**src/rtl/miner_ctrl_pkg.sv**
```systemverilog
// Shared types and constants for the miner job controller.
// State encoding, result status codes and bus widths.
package miner_ctrl_pkg;

  localparam int MID_W = 256;
  localparam int D2_W  = 96;

  typedef enum logic [2:0] {
    S_IDLE,
    S_LAUNCH,
    S_WAIT_BUSY,
    S_RUN,
    S_DRAIN,
    S_REPORT
  } state_t;

  localparam logic [1:0] STATUS_ERROR     = 2'b00;
  localparam logic [1:0] STATUS_FOUND     = 2'b01;
  localparam logic [1:0] STATUS_EXHAUSTED = 2'b10;
  localparam logic [1:0] STATUS_ABORTED   = 2'b11;

  function automatic logic [31:0] adj_nonce(
    input logic [31:0] nonce,
    input logic [31:0] adj
  );
    return nonce - adj;
  endfunction

endpackage

```
**src/rtl/miner_job_ctrl_if.sv**
```systemverilog
// Host-side work and result channels of the miner job controller.
// master = host, slave = controller.
interface miner_job_ctrl_if #(
  parameter int ID_W = 8
) ();
  import miner_ctrl_pkg::*;

  logic             work_valid;
  logic             work_ready;
  logic [MID_W-1:0] work_midstate;
  logic [D2_W-1:0]  work_data2;
  logic [ID_W-1:0]  work_id;

  logic             result_valid;
  logic             result_ready;
  logic [31:0]      result_nonce;
  logic [ID_W-1:0]  result_id;
  logic [1:0]       result_status;

  modport master (
    output work_valid, work_midstate, work_data2, work_id,
    output result_ready,
    input  work_ready,
    input  result_valid, result_nonce, result_id, result_status
  );

  modport slave (
    input  work_valid, work_midstate, work_data2, work_id,
    input  result_ready,
    output work_ready,
    output result_valid, result_nonce, result_id, result_status
  );

endinterface

```
**src/rtl/miner_job_ctrl_work_slot.sv**
```systemverilog
// Single-entry pending job buffer between host and controller FSM.
// A take in the same cycle as a load attempt wins.
module work_slot
  import miner_ctrl_pkg::*;
#(
  parameter int ID_W = 8
) (
  input  logic             clk,
  input  logic             rst,
  input  logic             load,
  input  logic [MID_W-1:0] load_midstate,
  input  logic [D2_W-1:0]  load_data2,
  input  logic [ID_W-1:0]  load_id,
  input  logic             take,
  output logic             ready,
  output logic             pend_valid,
  output logic [MID_W-1:0] pend_midstate,
  output logic [D2_W-1:0]  pend_data2,
  output logic [ID_W-1:0]  pend_id
);

  assign ready = !pend_valid;

  always_ff @(posedge clk) begin
    if (rst) begin
      pend_valid    <= 1'b0;
      pend_midstate <= '0;
      pend_data2    <= '0;
      pend_id       <= '0;
    end else if (take) begin
      pend_valid <= 1'b0;
    end else if (load && !pend_valid) begin
      pend_valid    <= 1'b1;
      pend_midstate <= load_midstate;
      pend_data2    <= load_data2;
      pend_id       <= load_id;
    end
  end

endmodule

```
**src/rtl/miner_job_ctrl.sv**
```systemverilog
// Job sequencer between host work channel and one sha256 mining core.
// Launches buffered jobs, watches the core and returns tagged results.
module miner_job_ctrl
  import miner_ctrl_pkg::*;
#(
  parameter int          ID_W      = 8,
  parameter logic [31:0] NONCE_ADJ = 32'd0,
  parameter int          DRAIN     = 4,
  parameter int          BUSY_TO   = 16,
  parameter bit          PREEMPT   = 1'b1
) (
  input  logic             clk,
  input  logic             rst,
  miner_job_ctrl_if.slave  host,
  output logic [MID_W-1:0] midstate,
  output logic [D2_W-1:0]  data2,
  output logic             start_mining,
  input  logic             miner_busy,
  input  logic             got_ticket,
  input  logic [31:0]      golden_nonce
);

  localparam logic [15:0] BUSY_LAST  = 16'(BUSY_TO - 1);
  localparam logic [15:0] DRAIN_LAST = 16'(DRAIN - 1);

  state_t state;
  state_t state_nxt;

  logic             pend_valid;
  logic [MID_W-1:0] pend_midstate;
  logic [D2_W-1:0]  pend_data2;
  logic [ID_W-1:0]  pend_id;
  logic             take;

  logic [15:0]      cnt;
  logic [MID_W-1:0] cur_midstate;
  logic [D2_W-1:0]  cur_data2;
  logic [ID_W-1:0]  cur_id;

  logic             dec;
  logic [1:0]       dec_status;
  logic [31:0]      dec_nonce;

  logic [31:0]      res_nonce;
  logic [ID_W-1:0]  res_id;
  logic [1:0]       res_status;
  logic             reporting;

  work_slot #(
    .ID_W (ID_W)
  ) u_slot (
    .clk           (clk),
    .rst           (rst),
    .load          (host.work_valid),
    .load_midstate (host.work_midstate),
    .load_data2    (host.work_data2),
    .load_id       (host.work_id),
    .take          (take),
    .ready         (host.work_ready),
    .pend_valid    (pend_valid),
    .pend_midstate (pend_midstate),
    .pend_data2    (pend_data2),
    .pend_id       (pend_id)
  );

  always_ff @(posedge clk) begin
    if (rst) state <= S_IDLE;
    else     state <= state_nxt;
  end

  always_comb begin
    state_nxt  = state;
    take       = 1'b0;
    dec        = 1'b0;
    dec_status = STATUS_ERROR;
    dec_nonce  = '0;
    unique case (state)
      S_IDLE: begin
        if (pend_valid) begin
          take      = 1'b1;
          state_nxt = S_LAUNCH;
        end
      end
      S_LAUNCH: state_nxt = S_WAIT_BUSY;
      // got_ticket here still belongs to the previous job
      S_WAIT_BUSY: begin
        if (miner_busy) begin
          state_nxt = S_RUN;
        end else if (cnt == BUSY_LAST) begin
          dec        = 1'b1;
          dec_status = STATUS_ERROR;
          state_nxt  = S_REPORT;
        end
      end
      S_RUN: begin
        if (PREEMPT && pend_valid) begin
          dec        = 1'b1;
          dec_status = STATUS_ABORTED;
          state_nxt  = S_REPORT;
        end else if (!miner_busy) begin
          state_nxt = S_DRAIN;
        end
      end
      S_DRAIN: begin
        if (got_ticket) begin
          dec        = 1'b1;
          dec_status = STATUS_FOUND;
          dec_nonce  = adj_nonce(golden_nonce, NONCE_ADJ);
          state_nxt  = S_REPORT;
        end else if (cnt == DRAIN_LAST) begin
          dec        = 1'b1;
          dec_status = STATUS_EXHAUSTED;
          state_nxt  = S_REPORT;
        end
      end
      S_REPORT: begin
        if (host.result_ready) begin
          if (pend_valid) begin
            take      = 1'b1;
            state_nxt = S_LAUNCH;
          end else begin
            state_nxt = S_IDLE;
          end
        end
      end
      default: state_nxt = S_IDLE;
    endcase
  end

  always_comb begin
    start_mining = (state == S_LAUNCH);
    reporting    = (state == S_REPORT);
  end

  always_ff @(posedge clk) begin
    if (rst) begin
      cnt <= '0;
    end else if (state == S_LAUNCH || state == S_RUN) begin
      cnt <= '0;
    end else begin
      cnt <= cnt + 16'd1;
    end
  end

  always_ff @(posedge clk) begin
    if (rst) begin
      cur_midstate <= '0;
      cur_data2    <= '0;
      cur_id       <= '0;
    end else if (take) begin
      cur_midstate <= pend_midstate;
      cur_data2    <= pend_data2;
      cur_id       <= pend_id;
    end
  end

  always_ff @(posedge clk) begin
    if (rst) begin
      res_nonce  <= '0;
      res_id     <= '0;
      res_status <= '0;
    end else if (dec) begin
      res_nonce  <= dec_nonce;
      res_id     <= cur_id;
      res_status <= dec_status;
    end
  end

  assign midstate           = cur_midstate;
  assign data2              = cur_data2;
  assign host.result_valid  = reporting;
  assign host.result_nonce  = res_nonce;
  assign host.result_id     = res_id;
  assign host.result_status = res_status;

endmodule

```
**src/flat_wrapper.sv**
```systemverilog
// flat-port wrapper written by rule: the top's interface ports become plain ports
module miner_job_ctrl_flat import miner_ctrl_pkg::*;
#(
  parameter int          ID_W      = 8,
  parameter logic [31:0] NONCE_ADJ = 32'd0,
  parameter int          DRAIN     = 4,
  parameter int          BUSY_TO   = 16,
  parameter bit          PREEMPT   = 1'b1
)
  (clk, rst, midstate, data2, start_mining, miner_busy, got_ticket, golden_nonce, host_work_valid, host_work_midstate, host_work_data2, host_work_id, host_result_ready, host_work_ready, host_result_valid, host_result_nonce, host_result_id, host_result_status);
  miner_job_ctrl_if #(.ID_W(ID_W)) host_i ();
  input  logic clk;
  input  logic rst;
  output logic [MID_W-1:0] midstate;
  output logic [D2_W-1:0] data2;
  output logic start_mining;
  input  logic miner_busy;
  input  logic got_ticket;
  input  logic [31:0] golden_nonce;
  input wire logic [$bits(host_i.work_valid)-1:0] host_work_valid;
  input wire logic [$bits(host_i.work_midstate)-1:0] host_work_midstate;
  input wire logic [$bits(host_i.work_data2)-1:0] host_work_data2;
  input wire logic [$bits(host_i.work_id)-1:0] host_work_id;
  input wire logic [$bits(host_i.result_ready)-1:0] host_result_ready;
  output wire logic [$bits(host_i.work_ready)-1:0] host_work_ready;
  output wire logic [$bits(host_i.result_valid)-1:0] host_result_valid;
  output wire logic [$bits(host_i.result_nonce)-1:0] host_result_nonce;
  output wire logic [$bits(host_i.result_id)-1:0] host_result_id;
  output wire logic [$bits(host_i.result_status)-1:0] host_result_status;
  assign host_i.work_valid = host_work_valid;
  assign host_i.work_midstate = host_work_midstate;
  assign host_i.work_data2 = host_work_data2;
  assign host_i.work_id = host_work_id;
  assign host_i.result_ready = host_result_ready;
  assign host_work_ready = host_i.work_ready;
  assign host_result_valid = host_i.result_valid;
  assign host_result_nonce = host_i.result_nonce;
  assign host_result_id = host_i.result_id;
  assign host_result_status = host_i.result_status;
  miner_job_ctrl #(.ID_W(ID_W), .NONCE_ADJ(NONCE_ADJ), .DRAIN(DRAIN), .BUSY_TO(BUSY_TO), .PREEMPT(PREEMPT)) u_core (.clk(clk), .rst(rst), .host(host_i), .midstate(midstate), .data2(data2), .start_mining(start_mining), .miner_busy(miner_busy), .got_ticket(got_ticket), .golden_nonce(golden_nonce));
endmodule
```
**config.mk**
```make
export PLATFORM = sky130hd
export DESIGN_NAME = miner_job_ctrl_flat
export DESIGN_NICKNAME = d
export VERILOG_FILES = /design/src/rtl/miner_ctrl_pkg.sv /design/src/rtl/miner_job_ctrl_if.sv /design/src/rtl/miner_job_ctrl_work_slot.sv /design/src/rtl/miner_job_ctrl.sv /design/src/flat_wrapper.sv
export SDC_FILE = /design/constraint.sdc
export NUM_CORES = 2
export LEC_CHECK = 0
export ABC_AREA = 1
export CORE_AREA = 8 8 308 310
export DETAILED_ROUTE_END_ITERATION = 7
export DIE_AREA = 0 0 316 318
export GPL_TIMING_DRIVEN = 0
export PLACE_DENSITY_LB_ADDON = 0.25
export SYNTH_ARGS = -nofsm -noshare
export SYNTH_HDL_FRONTEND = slang
export SYNTH_SLANG_ARGS = --single-unit
```
**constraint.sdc**
```tcl
create_clock -name clk -period 1.8 [get_ports clk]
set_input_delay 0.45 -clock clk [delete_from_list [all_inputs] [get_ports clk]]
set_output_delay 0.45 -clock clk [all_outputs]
set_load 0.005 [all_outputs]
```
==> results.json <==
{
  "path_clk_slew_ns": 0.06,
  "final.setup_skew_ns": 0.0210,
  "hold_buffers": 0,
  "drive_gt1_share_pct": 9.55,
  "syn_to_final_growth_pct": 45.0,
  "worstSetupStartpoint": "u_core.state[1]",
  "wl_per_cell_um": 19.4,
  "die_x_um": 316,
  "ys.flop_type": "dfxtp_1",
  "cts_sinks": 782,
  "tightest_slew_ns": 0.581,
  "final.setup.worst_slack_ns": -0.0108,
  "max-slew-margin-rel_pct": 61.3,
  "drt_iter0_drc": 1708,
  "timing.rr.end": "u_core.data2[45]",
  "drv_slew": 0,
  "synth.distinct_cells": 32,
  "num_vias": 26200,
  "crit_fanout": 5,
  "grt-ovfl-total": 0,
  "nets": 4830,
  "placed_area_mm2": 0.0370,
  "gp_congestion": 0.892,
  "arrival_ns": 1.36,
  "holdWs_ns": 0.439,
  "endpoint": "start_mining",
  "antenna_left": 0,
  "initial_core_util_pct": 30.8,
  "most-common-layout-cells": "nor2_1, dfxtp_1, o21ai_0",
  "worstReg2RegStart": "u_core.state[0]",
  "critPathTopFamily": "flip-flops",
  "fin_area_mm2": 0.0400,
  "core_mm2": 0.0896,
  "cpMostUsedCell": "buf_6",
  "drt_wl_total_mm": 111,
  "viasPerCell": 4.59,
  "period_share_pct": 101,
  "synth_seq_cells": 782,
  "syn_nets": 3937,
  "worst-path-buf-inv": 2,
  "max_clock_freq_mhz": 552,
  "fillerInstances": 9199,
  "final_common_cell": "nor2_1",
  "finalSetupTns_ns": -0.0108,
  "cp.required_ns": 1.35,
  "root_buffer": "clkbuf_16",
  "fin_crit_ns": 1.81,
  "failed_checks": "negative setup slack",
  "rsz0062_at_grt": "yes",
  "ys_async_sr_fraction_pct": 0,
  "ir_worst_vdd_mv": 0.696,
  "io_pins": 795,
  "clockBufferDepth": 3,
  "r2r_cells": 8,
  "crit_chain": "buf_6 -> nor2_4 -> buf_6",
  "io_buffer_count": 793,
  "grt_pass1_wl_mm": 162,
  "cts-buffers-inserted": 87,
  "drt_pass1_iterations": 5,
  "grt_pass1_vias": 25500,
  "grt_max_degree": 14,
  "synth_cells": 3538,
  "rows": 110,
  "finalSetupViolCount": 1,
  "die_y_um": 318,
  "avgSynthCellArea_um2": 7.80,
  "dieArea_mm2": 0.100,
  "cp_slowest_cell": "dfxtp_4",
  "slowest_delay_ns": 0.36,
  "p_per_area_mw_per_mm2": 1350,
  "path_depth": 3,
  "p_leak_nw": 18.3,
  "cts_tree": "built",
  "hold_violations": 0,
  "synth_seq_area_share_pct": 56.7,
  "antenna_found_initial": 29,
  "hpwlAfterDp_mm": 83.3,
  "outcome": "finished, violations left",
  "r2r_setup_slack_ns": 0.09,
  "yosys_warnings": 0,
  "path_class": "reg2out",
  "track_usage_pct": 21.0,
  "syn_area_mm2": 0.0276,
  "synth-edff-count": 0,
  "h-tree-depth": 3,
  "drcViolationCount": 0,
  "end_kind": "output port",
  "cp-start-kind": "flip-flop",
  "maxCapViolations": 0,
  "hold_path.class": "in2reg",
  "clock_latency_ns": 0.63
}
==> cell type report <==
cell class | count | area (µm²) | share of cell area [%]
clock inverter | 33 | 369 | 0.922
buffer | 256 | 1720 | 4.29
inverter | 31 | 141 | 0.353
tap | 1176 | 1470 | 3.68
antenna | 18 | 45.0 | 0.113
multi-input combinational | 2466 | 10400 | 26.0
clock buffer | 127 | 2550 | 6.37
sequential | 782 | 15700 | 39.2
timing repair buffer | 807 | 7610 | 19.0
==> synthesized netlist by cell type, types with 2 or more instances <==
cell type	n	area (µm²)
xnor2_1	2	17.5
inv_1	24	90.1
dfxtp_1	782	15700
buf_12	2	40.0
buf_8	20	300
o21ai_0	460	2300
nor2_1	1533	5750
nand2_1	111	417
nand3_1	43	215
inv_2	7	26.3
nand2_2	2	12.5
buf_4	5	37.5
buf_2	77	385
a31oi_1	2	12.5
nand3_2	2	20.0
o22ai_1	2	12.5
o21ai_1	270	1350
nor3_1	2	10.0
nand4_1	5	31.3
buf_6	18	203
clkbuf_1	137	514
a21oi_1	22	110
==> routing by layer <==
layer	GRT usage (%)	vias up	routed length, µm
met5	0	-	140
met4	6.70	22	3000
met3	7.39	172	9670
met2	37.4	770	54800
met1	23.1	12000	43000
li1	-	13200	-
==> sequential cells by signal, summed over array words and instances (netlist names), 16 cells and up <==
register,flops
u_core.midstate,256
u_core.u_slot.pend_midstate,256
u_core.data2,96
u_core.u_slot.pend_data2,96
u_core.host.result_nonce,32
u_core.cnt,16
==> how the worst min path moves through the flow <==
stage,start,to,slack (ns),cells past startpoint
6_report,host_work_midstate[152],u_core.u_slot.pend_midstate[152],0.44,3
5_1_grt,host_work_data2[44],u_core.u_slot.pend_data2[44],0.42,3
4_1_cts,got_ticket,u_core.host.result_nonce[31],0.37,5
3_5_place_dp,u_core.cur_id[3],u_core.cur_id[3],0.45,2
3_3_place_gp,u_core.cnt[0],u_core.cnt[0],0.43,1
2_1_floorplan,u_core.cnt[0],u_core.cnt[0],0.42,1
==> cell families (layout without fill, tap and decap cells) <==
| kind of cell | count (synthesis) | count (layout) | share of synthesized area [%] |
|---|---|---|---|
| other cells | 0 | 18 | 0 |
| simple gates | 1704 | 1704 | 23.6 |
| flops | 782 | 782 | 56.7 |
| xor+xnor | 2 | 2 | 0.0635 |
| fa+ha+maj | 1 | 1 | 0.0453 |
| compound gates | 759 | 759 | 13.8 |
| buf+inv | 290 | 1254 | 5.79 |
==> through the flow <==
step	util [%]	std cells	total power [mW]	worst slack (ns)
after global routing	44.6	5686	57.1	-0.0696
after detailed placement	41.3	5507	37.4	-1.48
after CTS	44.4	5674	54.6	-0.0997
after floorplan	-	3538	28.8	0.289
final	44.7	5696	54.1	-0.0108
after global placement	41.3	5507	37.3	-1.48
==> worst reg2reg max path: cells and delay by family, from the launching register on <==
kind | cells | cell delay, ns
AND/OR/NAND/NOR | 5 | 0.74
flip-flops | 1 | 0.39
buffers and inverters | 3 | 0.47
==> repair_timing <==
| action | CTS | global route |
|---|---|---|
| endpoints found under the setup margin | 1168 | 548 |
| gates resized for setup | 578 | 157 |
| cloned | 0 | 1 |
| buffers inserted | 7 | 6 |
| pin swaps | 2 | 5 |
==> where the power goes <==
group          switching (mW)  internal [mW]
Sequential               1.70           20.5
Combinational            7.80           5.98
Clock                    7.37           10.7
Total                    16.9           37.2
No activity file was read; power rests on OpenSTA's default activity.
